<file path="src/rtl/scan_addr_sequencer_if.sv">
// ----------------------------------------------------------------------------
// scan_addr_sequencer_if
// Control and status bundle between a scan controller (master) and the
// scan_addr_sequencer (slave), which in turn feeds a line decoder.
//
// Parameters:
//   ADDR_W   width of the decoder select address
//   DWELL_W  width of the per-address dwell count
//
// Signals:
//   start       master -> slave  begin a scan (honoured only when idle)
//   stop        master -> slave  graceful stop at the next period boundary
//   continuous  master -> slave  1 = wrap and repeat, 0 = single pass
//   dwell       master -> slave  cycles per address (0 behaves as 1)
//   addr        slave -> master  registered decoder select address
//   addr_en     slave -> master  registered decoder enable strobe
//   busy        slave -> master  scan in progress
//   wrap        slave -> master  pulse on the last cycle of the top address
//   done        slave -> master  pulse on the cycle the scan returns to idle
// ----------------------------------------------------------------------------
interface scan_addr_sequencer_if #(
    parameter int unsigned ADDR_W  = 2,
    parameter int unsigned DWELL_W = 8
);
    logic               start;
    logic               stop;
    logic               continuous;
    logic [DWELL_W-1:0] dwell;
    logic [ADDR_W-1:0]  addr;
    logic               addr_en;
    logic               busy;
    logic               wrap;
    logic               done;

    // Controller side: issues commands, observes the scan.
    modport master (
        output start,
        output stop,
        output continuous,
        output dwell,
        input  addr,
        input  addr_en,
        input  busy,
        input  wrap,
        input  done
    );

    // Sequencer side: consumes commands, drives the decoder select.
    modport slave (
        input  start,
        input  stop,
        input  continuous,
        input  dwell,
        output addr,
        output addr_en,
        output busy,
        output wrap,
        output done
    );
endinterface

</file>
<file path="src/rtl/scan_addr_sequencer.sv">
// ----------------------------------------------------------------------------
// scan_addr_sequencer
// Upstream address source for a one-hot line decoder. Steps a select address
// through 0..2^ADDR_W-1, holding each address for a programmable number of
// cycles, and drives an enable strobe that gates the decoder outputs
// (display-digit or keypad-row scanning). Supports single-pass and
// continuous scanning with a graceful stop.
//
// Optional feature (macro SCAN_BLANK_EN):
//   When defined, every non-terminal address advance (including the
//   max -> 0 wrap in continuous mode) is followed by BLANK_CYCLES cycles with
//   addr_en low while addr already shows the next address. No blanking is
//   inserted before returning to idle. When undefined, addresses advance
//   back-to-back with addr_en continuously high.
//
// Parameters (must match the widths of the connected interface):
//   ADDR_W        select address width
//   DWELL_W       dwell count width
//   BLANK_CYCLES  blank cycles between addresses (>= 1, SCAN_BLANK_EN only)
//
// Ports:
//   clk    rising-edge clock
//   rst_n  asynchronous active-low reset; aborts a scan without a done pulse
//   bus    scan_addr_sequencer_if.slave: start/stop/continuous/dwell in,
//          addr/addr_en/busy/wrap/done out (all outputs registered)
// ----------------------------------------------------------------------------
module scan_addr_sequencer #(
    parameter int unsigned ADDR_W       = 2,
    parameter int unsigned DWELL_W      = 8,
    parameter int unsigned BLANK_CYCLES = 1
) (
    input  logic                   clk,
    input  logic                   rst_n,
    scan_addr_sequencer_if.slave   bus
);

    // Reject a blanking length that would make BLANK unreachable-to-exit.
    if (BLANK_CYCLES < 1) begin : g_bad_blank_cycles
        $error("scan_addr_sequencer: BLANK_CYCLES must be >= 1");
    end

    localparam logic [ADDR_W-1:0]  ADDR_MAX  = '1;
    localparam logic [DWELL_W-1:0] DWELL_ONE = DWELL_W'(1);

    localparam logic [1:0] ST_IDLE  = 2'd0;
    localparam logic [1:0] ST_DWELL = 2'd1;
`ifdef SCAN_BLANK_EN
    localparam logic [1:0] ST_BLANK = 2'd2;

    localparam int unsigned BLANK_W    = (BLANK_CYCLES > 1) ? $clog2(BLANK_CYCLES) : 1;
    localparam logic [BLANK_W-1:0] BLANK_LAST = BLANK_W'(BLANK_CYCLES - 1);
`endif

    // Architectural state and registered outputs.
    logic [1:0]         state_q,        state_d;
    logic [ADDR_W-1:0]  addr_q,         addr_d;
    logic               addr_en_q,      addr_en_d;
    logic               busy_q,         busy_d;
    logic               wrap_q,         wrap_d;
    logic               done_q,         done_d;
    logic [DWELL_W-1:0] cnt_q,          cnt_d;
    logic [DWELL_W-1:0] dwell_q,        dwell_d;
    logic               cont_q,         cont_d;
    logic               stop_pending_q, stop_pending_d;
`ifdef SCAN_BLANK_EN
    logic [BLANK_W-1:0] blank_cnt_q,    blank_cnt_d;
`endif

    // Helper terms for the DWELL state.
    logic period_end_c;
    logic finish_c;

    assign period_end_c = (cnt_q == (dwell_q - DWELL_ONE));
    // A stop on the last cycle of a period terminates at that same boundary.
    assign finish_c     = stop_pending_q || bus.stop || ((addr_q == ADDR_MAX) && !cont_q);

    // State and output registers.
    always_ff @(posedge clk or negedge rst_n) begin
        if (!rst_n) begin
            state_q        <= ST_IDLE;
            addr_q         <= '0;
            addr_en_q      <= 1'b0;
            busy_q         <= 1'b0;
            wrap_q         <= 1'b0;
            done_q         <= 1'b0;
            cnt_q          <= '0;
            dwell_q        <= '0;
            cont_q         <= 1'b0;
            stop_pending_q <= 1'b0;
`ifdef SCAN_BLANK_EN
            blank_cnt_q    <= '0;
`endif
        end else begin
            state_q        <= state_d;
            addr_q         <= addr_d;
            addr_en_q      <= addr_en_d;
            busy_q         <= busy_d;
            wrap_q         <= wrap_d;
            done_q         <= done_d;
            cnt_q          <= cnt_d;
            dwell_q        <= dwell_d;
            cont_q         <= cont_d;
            stop_pending_q <= stop_pending_d;
`ifdef SCAN_BLANK_EN
            blank_cnt_q    <= blank_cnt_d;
`endif
        end
    end

    // Next-state and next-output logic.
    always_comb begin
        state_d        = state_q;
        addr_d         = addr_q;
        addr_en_d      = addr_en_q;
        busy_d         = busy_q;
        done_d         = 1'b0;
        cnt_d          = cnt_q;
        dwell_d        = dwell_q;
        cont_d         = cont_q;
        stop_pending_d = stop_pending_q;
`ifdef SCAN_BLANK_EN
        blank_cnt_d    = blank_cnt_q;
`endif

        case (state_q)
            ST_IDLE: begin
                addr_d         = '0;
                addr_en_d      = 1'b0;
                busy_d         = 1'b0;
                cnt_d          = '0;
                stop_pending_d = 1'b0;
                // stop is meaningless here; start always wins.
                if (bus.start) begin
                    state_d   = ST_DWELL;
                    addr_en_d = 1'b1;
                    busy_d    = 1'b1;
                    dwell_d   = (bus.dwell == '0) ? DWELL_ONE : bus.dwell;
                    cont_d    = bus.continuous;
                end
            end

            ST_DWELL: begin
                if (bus.stop) begin
                    stop_pending_d = 1'b1;
                end
                if (period_end_c) begin
                    cnt_d = '0;
                    if (finish_c) begin
                        state_d        = ST_IDLE;
                        addr_d         = '0;
                        addr_en_d      = 1'b0;
                        busy_d         = 1'b0;
                        done_d         = 1'b1;
                        stop_pending_d = 1'b0;
                    end else begin
                        // Natural modulo wrap covers max -> 0 in continuous mode.
                        addr_d = addr_q + ADDR_W'(1);
`ifdef SCAN_BLANK_EN
                        state_d     = ST_BLANK;
                        addr_en_d   = 1'b0;
                        blank_cnt_d = '0;
`endif
                    end
                end else begin
                    cnt_d = cnt_q + DWELL_ONE;
                end
            end

`ifdef SCAN_BLANK_EN
            ST_BLANK: begin
                // A stop here is honoured at the end of the following period.
                if (bus.stop) begin
                    stop_pending_d = 1'b1;
                end
                if (blank_cnt_q == BLANK_LAST) begin
                    state_d   = ST_DWELL;
                    addr_en_d = 1'b1;
                    cnt_d     = '0;
                end else begin
                    blank_cnt_d = blank_cnt_q + BLANK_W'(1);
                end
            end
`endif

            default: begin
                state_d        = ST_IDLE;
                addr_d         = '0;
                addr_en_d      = 1'b0;
                busy_d         = 1'b0;
                cnt_d          = '0;
                stop_pending_d = 1'b0;
            end
        endcase

        // wrap is registered, so it is armed when the coming cycle will be
        // the final cycle of the top address.
        wrap_d = (state_d == ST_DWELL) && (addr_d == ADDR_MAX) &&
                 (cnt_d == (dwell_d - DWELL_ONE));
    end

    assign bus.addr    = addr_q;
    assign bus.addr_en = addr_en_q;
    assign bus.busy    = busy_q;
    assign bus.wrap    = wrap_q;
    assign bus.done    = done_q;

    // Structural invariants of the registered outputs.
    a_wrap_on_top_addr: assert property (@(posedge clk) disable iff (!rst_n)
        wrap_q |-> (addr_en_q && (addr_q == ADDR_MAX)));

    a_done_means_idle: assert property (@(posedge clk) disable iff (!rst_n)
        done_q |-> (!busy_q && !addr_en_q && (addr_q == '0)));

    a_enable_needs_busy: assert property (@(posedge clk) disable iff (!rst_n)
        addr_en_q |-> busy_q);

endmodule

</file>
<file path="src/flat_wrapper.sv">
// flat-port wrapper written by rule: the top's interface ports become plain ports
module scan_addr_sequencer_flat 
#(
    parameter int unsigned ADDR_W       = 2,
    parameter int unsigned DWELL_W      = 8,
    parameter int unsigned BLANK_CYCLES = 1
)
  (clk, rst_n, bus_start, bus_stop, bus_continuous, bus_dwell, bus_addr, bus_addr_en, bus_busy, bus_wrap, bus_done);
  scan_addr_sequencer_if #(.ADDR_W(ADDR_W), .DWELL_W(DWELL_W)) bus_i ();
  input  logic clk;
  input  logic rst_n;
  input wire logic [$bits(bus_i.start)-1:0] bus_start;
  input wire logic [$bits(bus_i.stop)-1:0] bus_stop;
  input wire logic [$bits(bus_i.continuous)-1:0] bus_continuous;
  input wire logic [$bits(bus_i.dwell)-1:0] bus_dwell;
  output wire logic [$bits(bus_i.addr)-1:0] bus_addr;
  output wire logic [$bits(bus_i.addr_en)-1:0] bus_addr_en;
  output wire logic [$bits(bus_i.busy)-1:0] bus_busy;
  output wire logic [$bits(bus_i.wrap)-1:0] bus_wrap;
  output wire logic [$bits(bus_i.done)-1:0] bus_done;
  assign bus_i.start = bus_start;
  assign bus_i.stop = bus_stop;
  assign bus_i.continuous = bus_continuous;
  assign bus_i.dwell = bus_dwell;
  assign bus_addr = bus_i.addr;
  assign bus_addr_en = bus_i.addr_en;
  assign bus_busy = bus_i.busy;
  assign bus_wrap = bus_i.wrap;
  assign bus_done = bus_i.done;
  scan_addr_sequencer #(.ADDR_W(ADDR_W), .DWELL_W(DWELL_W), .BLANK_CYCLES(BLANK_CYCLES)) u_core (.clk(clk), .rst_n(rst_n), .bus(bus_i));
endmodule
</file>
<file path="config.mk">
export PLATFORM = sky130hd
export DESIGN_NAME = scan_addr_sequencer_flat
export DESIGN_NICKNAME = d
export VERILOG_FILES = /design/src/rtl/scan_addr_sequencer_if.sv /design/src/rtl/scan_addr_sequencer.sv /design/src/flat_wrapper.sv
export SDC_FILE = /design/constraint.sdc
export NUM_CORES = 1
export LEC_CHECK = 0
export BUFFER_PORTS_ARGS = -buffer_cell sky130_fd_sc_hd__buf_4
export CORE_MARGIN = 2
export CORE_UTILIZATION = 58
export CTS_CLUSTER_DIAMETER = 200
export DETAILED_ROUTE_END_ITERATION = 16
export GPL_ROUTABILITY_DRIVEN = 0
export GPL_TIMING_DRIVEN = 1
export PLACE_DENSITY_LB_ADDON = 0.15
export RECOVER_POWER = 100
export SLEW_MARGIN = 20
export SYNTH_ARGS = -nofsm -noshare
export SYNTH_HDL_FRONTEND = slang
export SYNTH_SLANG_ARGS = --single-unit
</file>
<file path="constraint.sdc">
create_clock -name clk -period 3.95 [get_ports clk]
set_clock_uncertainty 0.05 [all_clocks]
set_input_delay 0.79 -clock clk [delete_from_list [all_inputs] [get_ports clk]]
set_output_delay 0.79 -clock clk [all_outputs]
set_load 0.01 [all_outputs]
</file>
; ---- Word level (Yosys, flattened, before mapping)
; Cells that the tools add are included.
[op_classes]
mux = 23
reduce_logical = 10
addsub = 4
n_eq_ne = 8
[op_table]
columns = operator, count
row1 = $mux W8, 5
row2 = $eq A8 B8 Y1, 2
row3 = $sub A8 B1 Y8 const B, 2
row4 = $mux W2, 6
row5 = $mux W1, 10
row6 = $add A8 B1 Y8 const B, 1
row7 = $logic_not A8 Y1, 1
row8 = $eq A2 B1 Y1 const B, 2
row9 = $eq A2 B2 Y1 const B, 2
row10 = $ne A2 B1 Y1 const B, 2
row11 = $pmux W2 S2, 1
row12 = $reduce_and A2 Y1, 2
row13 = $logic_and A1 B1 Y1, 3
row14 = $add A2 B1 Y2 const B, 1
row15 = $logic_not A2 Y1, 1
row16 = $logic_or A1 B1 Y1, 2
row17 = $pmux W1 S2, 1
row18 = $logic_not A1 Y1, 1
[totals]
register_bits = 25
inputBits = 13
wordCells = 54
out_inout_bits = 6

; ---- Longest topological paths before layout
; Gate-level depths: netlist of the first run.
[logic_depth]
ltp_word = 9
depth_mapped = 14
mapped_depth_nobuf = 12

; ---- Least setup slack after synthesis of the first run
; No wires, ideal clock.
[synth_path]
kind = input to register
startpoint = input bus_start
endpoint = register u_core.wrap_q, in the netlist u_core.bus.wrap
setup_ns = 0.111
t_required_ns = 3.789
setup_slack_ns = 0.386
cell_stages = 14
arrival_time_ns = 3.403
path_cell_list = or3b_1 -> clkbuf_1 -> clkbuf_1 -> a311oi_1 -> a21oi_1 -> inv_1 -> ha_1 -> nor3b_1 -> mux2i_1 -> xnor2_1 -> or3_1 -> o21ai_0 -> a211oi_1 -> a2111oi_2
[synth_between]
elab_chain_cells = 5
word_cells_on_any_way = 9
cone_classes = add/sub: 1 / eq/ne: 2 / mux: 4 / reduce/logical: 2
[synth_lines]
columns = element, line_no
row1 = "start, declared", flat_wrapper.sv:12  ; input wire logic [$bits(bus_i.start)-1:0] bus_start;
row2 = $mux W8, scan_addr_sequencer.sv:133  ; if (bus.start) begin
row3 = $mux W8, scan_addr_sequencer.sv:125  ; case (state_q)
row4 = net u_core.dwell_d[0], scan_addr_sequencer.sv:62  ; logic [DWELL_W-1:0] dwell_q, dwell_d;
row5 = $sub A8 B1 Y8, scan_addr_sequencer.sv:198  ; (cnt_d == (dwell_d - DWELL_ONE));
row6 = $eq A8 B8 Y1, scan_addr_sequencer.sv:198
row7 = $logic_and A1 B1 Y1, scan_addr_sequencer.sv:197  ; wrap_d = (state_d == ST_DWELL) && (addr_d == ADDR_MAX) &&
row8 = net u_core.wrap_d, scan_addr_sequencer.sv:59  ; logic wrap_q, wrap_d;
row9 = "end signal, assigned", scan_addr_sequencer.sv:98  ; wrap_q <= wrap_d;
row10 = "end, declared", scan_addr_sequencer.sv:59
; The timed path passes the listed nets, and every way through them passes these cells.
; A chain may end at the register's enable or synchronous reset.

; ---- Worst setup path in the final report of the first run
[layout_path]
startpoint = register u_core.dwell_q[0]
endpoint = register u_core.wrap_q, in the netlist u_core.bus.wrap
[layout_between]
word_cells_on_any_way = 16
cone_classes = add/sub: 2 / eq/ne: 4 / mux: 8 / reduce/logical: 2
[layout_rtl]
columns = element, line_no
row1 = "start, declared", scan_addr_sequencer.sv:62
row2 = "start signal, assigned", scan_addr_sequencer.sv:101  ; dwell_q <= dwell_d;
row3 = $sub A8 B1 Y8, scan_addr_sequencer.sv:73  ; assign period_end_c = (cnt_q == (dwell_q - DWELL_ONE));
row4 = $eq A8 B8 Y1, scan_addr_sequencer.sv:73
row5 = $mux W8, scan_addr_sequencer.sv:146  ; if (period_end_c) begin
row6 = $mux W8, scan_addr_sequencer.sv:125
row7 = net u_core.cnt_d[6], scan_addr_sequencer.sv:61  ; logic [DWELL_W-1:0] cnt_q, cnt_d;
row8 = $eq A8 B8 Y1, scan_addr_sequencer.sv:198
row9 = $logic_and A1 B1 Y1, scan_addr_sequencer.sv:197
row10 = net u_core.wrap_d, scan_addr_sequencer.sv:59
; The timed path passes the listed nets, and every way through them passes these cells.

==> results of run 1 <==
registers in the layout (all words and copies together), names as in the netlist:
register / cells
u_core.bus.addr: 2
u_core.bus.addr_en: 1
u_core.bus.done: 1
u_core.bus.wrap: 1
u_core.cnt_q: 8
u_core.cont_q: 1
u_core.dwell_q: 8
u_core.state_q: 2
u_core.stop_pending_q: 1
cells by family (layout without fill, tap and decap cells):
group / count (synthesis) / count (layout) / share of synthesized area
AO/OA/AOI/OAI: 28 / 28 / 0.1259
buffers and inverters: 21 / 40 / 0.04848
multiplexers: 7 / 7 / 0.04052
AND/OR/NAND/NOR: 77 / 77 / 0.2467
adder cells (fa/ha/maj): 4 / 4 / 0.02894
other: 1 / 1 / 0.002169
flip-flops: 25 / 25 / 0.3618
XOR/XNOR: 24 / 24 / 0.1454
cell type report:
type,instances,area (um2),share of cell area
Multi-Input combinational cell,141,1006,0.5371
Sequential cell,25,625.6,0.3340
Timing Repair Buffer,22,123.9,0.06613
Inverter,14,52.55,0.02806
Tap cell,31,38.79,0.02071
Clock buffer,4,26.28,0.01403
worst register-to-register path: cells and delay by family (launching register included):
| family | cells | cell delay (ps) |
|---|---|---|
| simple gates | 4 | 1470 |
| compound gates | 2 | 750 |
| flops | 1 | 490 |
| xor+xnor | 1 | 350 |
| fa+ha+maj | 1 | 220 |
| buf+inv | 1 | 120 |
routing by layer:
layer	GRT usage	share of wire	vias up	routed length, um
li1	-	-	701	-
met1	0.3491	0.44	734	1767
met2	0.4286	0.49	42	1956
met3	0.02418	0.043	14	173
met4	0.08117	0.023	0	92
met5	0	0	-	0
worst paths after layout:
| check | from | to | slack (ps) |
|---|---|---|---|
| min in group asynchronous | rst_n | u_core.dwell_q[1] | 690 |
| hold reg to reg | u_core.cont_q | u_core.cont_q | 460 |
| setup / recovery | u_core.dwell_q[0] | u_core.bus.wrap | 390 |
| max in group asynchronous | rst_n | u_core.cnt_q[7] | 2380 |
| hold / removal | u_core.cont_q | u_core.cont_q | 460 |
| setup reg to reg | u_core.dwell_q[0] | u_core.bus.wrap | 390 |
power by group through the flow:
stage               Combinational, uW  Sequential, uW  Clock [uW]
floorplan                         172             308           0
global placement                  214             321           0
detailed placement                224             323           0
CTS                               225             318         115
global route                      243             322         123
finish                            218             318         114
cells in the final DEF, fill, tap and decap left out, types with 2 or more instances in the layout:
master	instances
xnor2_1	11
ha_1	4
a211oi_1	2
or3_1	4
nor2_1	19
mux2i_1	7
inv_1	14
or3b_1	2
o211ai_1	3
nor4_1	3
o21ai_0	6
nand3_1	7
a21oi_1	5
xnor3_1	3
buf_4	10
clkbuf_1	12
nor3b_1	5
dfrtp_1	25
clkbuf_4	4
nor2b_1	3
nand2_1	12
nand4_1	2
nor3_1	7
and3_1	5
xor2_1	10
metrics by stage:
stage	hold WS [ps]	instance area, um2	power, uW
after floorplan	390.3	1729	479.2
after global placement	431.3	1902	535.4
after detailed placement	440.3	1902	546.3
after CTS	315.9	1928	657.7
after global routing	496.9	1873	688.1
final	462.4	1873	650.3
==> impl_metrics.csv, run 1 <==
group,metric,value,unit
clocking,cts_htree_levels,1,
layout,fin_nets,224,
global_routing,grt_pass1_wl,6658,um
yosys,yosys_warnings,0,
floorplan,die_h,58.60,um
power,p_leak,0.0008460,uW
route,wl_per_cell,16.83,um
clocking,cts-root-buf,"clkbuf_4",
floorplan,io-pin-count,19,
route,wl,3989,um
floorplan,die_width,58.60,um
sta,max_freq,281.1,MHz
yosys,synth_top_area_frac,0.3618,
yosys,synth.most_common_cell,"dfrtp_1",
power,p_comb_frac,0.335,
clocking,worstSkewPairLatency,310,ps
hold_path,hold_class,"reg -> reg",
yosys,synth_area_leaders,"dfrtp_1 36%, xnor2_1 5.6%, xor2_1 5.1%",
global_routing,grt.total_usage,0.2545,
layout,drive_gt1_frac,0.08252,
sta,worst_slack,392.9,ps
floorplan,initial_core_util,0.6164,
yosys,syn_area,1729,um2
worst_setup_path,worst-path-stages,9,
sta,setup_viol,0,
yosys,seq_area_frac_synth,0.3618,
yosys,ys_async_sr_fraction,1.000,
sta,slew_viol_final,0,
route,initialDrtViolationCount,75,
sta,hold_violations,0,
clocking,ctsLongestPathBuffers,2,
worst_setup_path,crit_chain,"inv_1 > ha_1 > or3b_1 > nor4b_1 > and3b_1 > o311a_4 > xnor3_1 > or4_1 > a2111oi_0",
worst_setup_path,crit_family,"simple AND/OR/NAND/NOR gates",
clocking,hold_buffers,0,
clocking,cts_resized,0,
power,sequentialPowerShare,0.489,
power,internal_power,414.9,uW
route,vias_per_cell,6.291,
sta,maxSlewHeadroom,0.1151,
clocking,cts_sinks,25,
sta,fin_crit_sh,0.9005,
sta,setup_tns,0,ps
route,ant_nets,0,
worst_setup_path,endpoint_kind,"flip-flop",
yosys,avgSynthCellArea,9.247,um2
layout,fin_util,0.6677,
yosys,synthDistinctLibCells,49,
hold_path,min_path_cells,2,
power,clkPwrFrac,0.176,
worst_setup_path,cp_num_buf_inv,1,
layout,n_antenna_cell,0,
worst_setup_path,cp_slowest_cell,"or4_1",
floorplan,coreArea,2805,um2
yosys,synth_edf_count,0,
layout,fillCellCount,250,
worst_setup_path,cp.arrival,3700,ps
layout,final_cells,237,
placement,hpwl,3094,um
yosys,syn_nets,204,
worst_setup_path,required,4090,ps
global_routing,grt_antenna_before_repair,0,
clocking,tritoncts,"yes",
yosys,synth_common_cells,"25 x dfrtp_1, 19 x nor2_1, 14 x inv_1, 12 x nand2_1, 11 x xnor2_1",
global_routing,overflow,0,
yosys,synth_flop_cell,"dfrtp_1",
flow_run,cap_viol_max_count,0,
floorplan,rows,19,
route,drt_pass1_iterations,5,
placement,preCtsSetupSlack,338.9,ps
sta,rsz0062_at_grt,"false",
route,drc_errors,0,
sta,worstMarginPinSlew,1327,ps
power,peakVddDrop,252.8,uV
worst_setup_path,crit_type,"reg -> reg",
clocking,clk_pin_slew,140,ps
global_routing,grt_pass1_vias,1427,
worst_setup_path,cp_max_fo,8,
yosys,synthCells,187,
clocking,cts_setup_buffers,0,
placement,place_inst,233,
global_routing,grt_max_degree,26,
worst_setup_path,max_stage_delay,500,ps
yosys,yosys.area.top_type,"dfrtp_1",
clocking,cts_buffers,3,
power,power_density,347.2,nW/um2
route,vias,1491,
power,p_sw_frac,0.3620,
power,switching_power,235.4,uW
worst_setup_path,crit_path_start_kind,"flip-flop",
sta,fin_crit,3557,ps
yosys,synth-seq-cells,25,
placement,io_buffers,18,
layout,syn_to_final_growth,8.322,%
outcome,status,"completed",
worst_setup_path,reg2reg_depth,9,
floorplan,dieArea,3434,um2
Power figures use the tool's default switching activity.
==> run 2, diff against run 1 <==
--- a/config.mk
+++ b/config.mk
@@ -7,7 +7,7 @@
 export LEC_CHECK = 0
 export BUFFER_PORTS_ARGS = -buffer_cell sky130_fd_sc_hd__buf_4
 export CORE_MARGIN = 2
-export CORE_UTILIZATION = 58
+export CORE_UTILIZATION = 52
 export CTS_CLUSTER_DIAMETER = 200
 export DETAILED_ROUTE_END_ITERATION = 16
 export GPL_ROUTABILITY_DRIVEN = 0
==> constraint.sdc (replaced) <==
create_clock -name clk -period 3.15 [get_ports clk]
set_clock_uncertainty 0.05 [all_clocks]
set_input_delay 0.63 -clock clk [delete_from_list [all_inputs] [get_ports clk]]
set_output_delay 0.63 -clock clk [all_outputs]
set_load 0.01 [all_outputs]
==> run 2 against run 1 <==
- hold slack worse by 32 ps
- global-route usage shrank 0.25 points
- first-iteration DRC count rose by 12%
- wire length grew 10%
- count of clock-buffer cells in the layout fell by 1
- register-to-register slack got worse by 330 ps
- design area grew 15%
- via count rose by 4.5%
- combinational power is 84% higher
- core utilization rose by 2.6 points
- sequential cell count unchanged
- largest cell class unchanged
- largest power group is now combinational logic
==> impl_metrics.csv, run 2 (synthesized netlist as in run 1, its figures left out) <==
group,metric,value,unit
worst_setup_path,r2r_start,"u_core.dwell_q[0]",
sta,maxSlewHeadroom,0.04706,
power,sequentialPowerShare,0.410,
worst_setup_path,crit_path_start_kind,"flip-flop",
layout,fin_util,0.6935,
worst_setup_path,required,3350,ps
global_routing,grt_pass1_wl,6851,um
worst_setup_path,worst-path-stages,9,
layout,final_common_cell,"buf_4",
route,wl_per_cell,16.35,um
floorplan,initial_core_util,0.5573,
layout,fin_nets,243,
layout,drive_gt1_frac,0.2578,
hold_path,min_path_cells,3,
worst_setup_path,max_stage_delay,510,ps
clocking,cts-root-buf,"clkbuf_4",
floorplan,dieArea,3803,um2
worst_setup_path,startpoint,"u_core.dwell_q[0]",
worst_setup_path,crit_type,"reg -> reg",
sta,fin_crit,3090,ps
floorplan,die_width,61.67,um
layout,n_antenna_cell,0,
flow_run,cap_viol_max_count,0,
sta,setup_viol,0,
sta,rsz0062_at_grt,"true",
worst_setup_path,crit_family,"simple AND/OR/NAND/NOR gates",
power,peakVddDrop,291.5,uV
clocking,ctsLongestPathBuffers,2,
route,initialDrtViolationCount,84,
worst_setup_path,reg2reg_depth,9,
clocking,tritoncts,"yes",
power,internal_power,586.4,uW
power,p_comb_frac,0.425,
hold_path,hold_class,"in -> reg",
global_routing,grt_pass1_vias,1520,
global_routing,grt_antenna_before_repair,0,
global_routing,grt_max_degree,26,
worst_setup_path,cp_num_buf_inv,1,
floorplan,die_h,61.67,um
worst_setup_path,endpoint_kind,"flip-flop",
route,wl,4397,um
clocking,cts_buffers,3,
clocking,cts_htree_levels,1,
power,p_leak,0.0009677,uW
route,vias_per_cell,5.792,
floorplan,coreArea,3103,um2
worst_setup_path,crit_path_end,"u_core.bus.wrap",
floorplan,io-pin-count,19,
route,drc_errors,0,
placement,io_buffers,18,
worst_setup_path,cp_slowest_cell,"or4_4",
power,total_power,943.2,uW
floorplan,rows,20,
clocking,worstSkewPairLatency,340,ps
power,clkPwrFrac,0.165,
route,vias,1558,
route,ant_nets,0,
sta,slew_viol_final,0,
worst_setup_path,rrSetupSlack,60,ps
layout,final_cell_mix,"31 x buf_4, 25 x dfrtp_1, 19 x nor2_1",
sta,fin_crit_sh,0.9808,
sta,max_freq,323.7,MHz
power,switching_power,356.8,uW
clocking,clk_pin_slew,150,ps
power,power_density,438.3,nW/um2
route,drt_pass1_iterations,5,
clocking,cts_sinks,25,
placement,hpwl,3267,um
layout,top_regs,"u_core.cnt_q x8, u_core.dwell_q x8",
sta,worstMarginPinSlew,1429,ps
worst_setup_path,cp.arrival,3280,ps
layout,syn_to_final_growth,24.46,%
worst_setup_path,reg2reg_to,"u_core.bus.wrap",
sta,hold_violations,0,
global_routing,grt.total_usage,0.2521,
worst_setup_path,crit_chain,"inv_4 > ha_4 > or3b_4 > nor4b_2 > and3b_2 > o311a_4 > xnor3_1 > or4_4 > a2111oi_4",
worst_setup_path,cp_max_fo,3,
power,p_sw_frac,0.3782,
clocking,hold_buffers,0,
outcome,status,"completed",
global_routing,overflow,0,
-- run 2: cell types whose count changed in the layout (fill, tap and decap cells not counted), sizes merged --
cell,previous run,this run
buf,10,31
clkinv,0,1
clkbuf,16,13
-- run 2: routing by layer --
| layer | track usage | share of wire | up-vias |
|---|---|---|---|
| met4 | 0.09119 | 0.024 | 0 |
| met2 | 0.4195 | 0.48 | 63 |
| met1 | 0.3303 | 0.43 | 741 |
| met5 | 0 | 0 | - |
| li1 | - | - | 739 |
| met3 | 0.04202 | 0.068 | 15 |
-- run 2: timing repair --
| action | CTS | global route |
|---|---|---|
| setup buffers | 0 | 6 |
| cloned | 0 | 0 |
| pin swaps | 0 | 9 |
| gates resized for setup | 2 | 8 |
| setup endpoints to repair | 1 | 1 |
-- run 2: final cells by class --
cell class                      count  area, um2
Tap cell                           44      55.05
Clock inverter                      1      5.005
Sequential cell                    25      625.6
Fill cell                         279      950.9
Inverter                           14      55.05
Timing Repair Buffer               41      270.3
Clock buffer                        3      22.52
Multi-Input combinational cell    141       1119
-- run 2: per-stage QoR --
stage / hold slack, ps / area [um2] / setup slack (ps) / setup TNS (ps) / std cells
3_3_place_gp: 427.9 / 2064 / 7.907 / 0 / 259
6_report: 430.7 / 2152 / 60.45 / 0 / 269
2_1_floorplan: 284.4 / 1799 / -23.27 / -23.27 / 187
3_5_place_dp: 425.3 / 2064 / -125.5 / -125.5 / 259
4_1_cts: 125.1 / 2101 / 8.967 / 0 / 263
5_1_grt: 467.9 / 2152 / -20.84 / -20.84 / 269
-- run 2: power groups by stage --
stage	Clock (uW)	Sequential [uW]	Combinational [uW]
final	156	387	401
after global routing	168	389	435
after CTS	157	386	361
after detailed placement	0	390	357
after global placement	0	388	345
after floorplan	0	388	238
-- run 2: worst register-to-register path, stage by stage, from the launching register on --
cell and delay [ps]:
dfrtp_1 440, inv_4 70, ha_4 140, or3b_4 390, nor4b_2 230, and3b_2 260
o311a_4 410, xnor3_1 200, or4_4 510, a2111oi_4 300
-- run 2: worst min-delay path by stage --
stage | start | endpoint | slack, ps
after CTS | rst_n | u_core.dwell_q[4] | 130
after detailed placement | u_core.cont_q | u_core.cont_q | 430
after global routing | bus_continuous | u_core.cont_q | 470
final | bus_continuous | u_core.cont_q | 430
after floorplan | rst_n | u_core.bus.addr[0] | 280
after global placement | u_core.cont_q | u_core.cont_q | 430
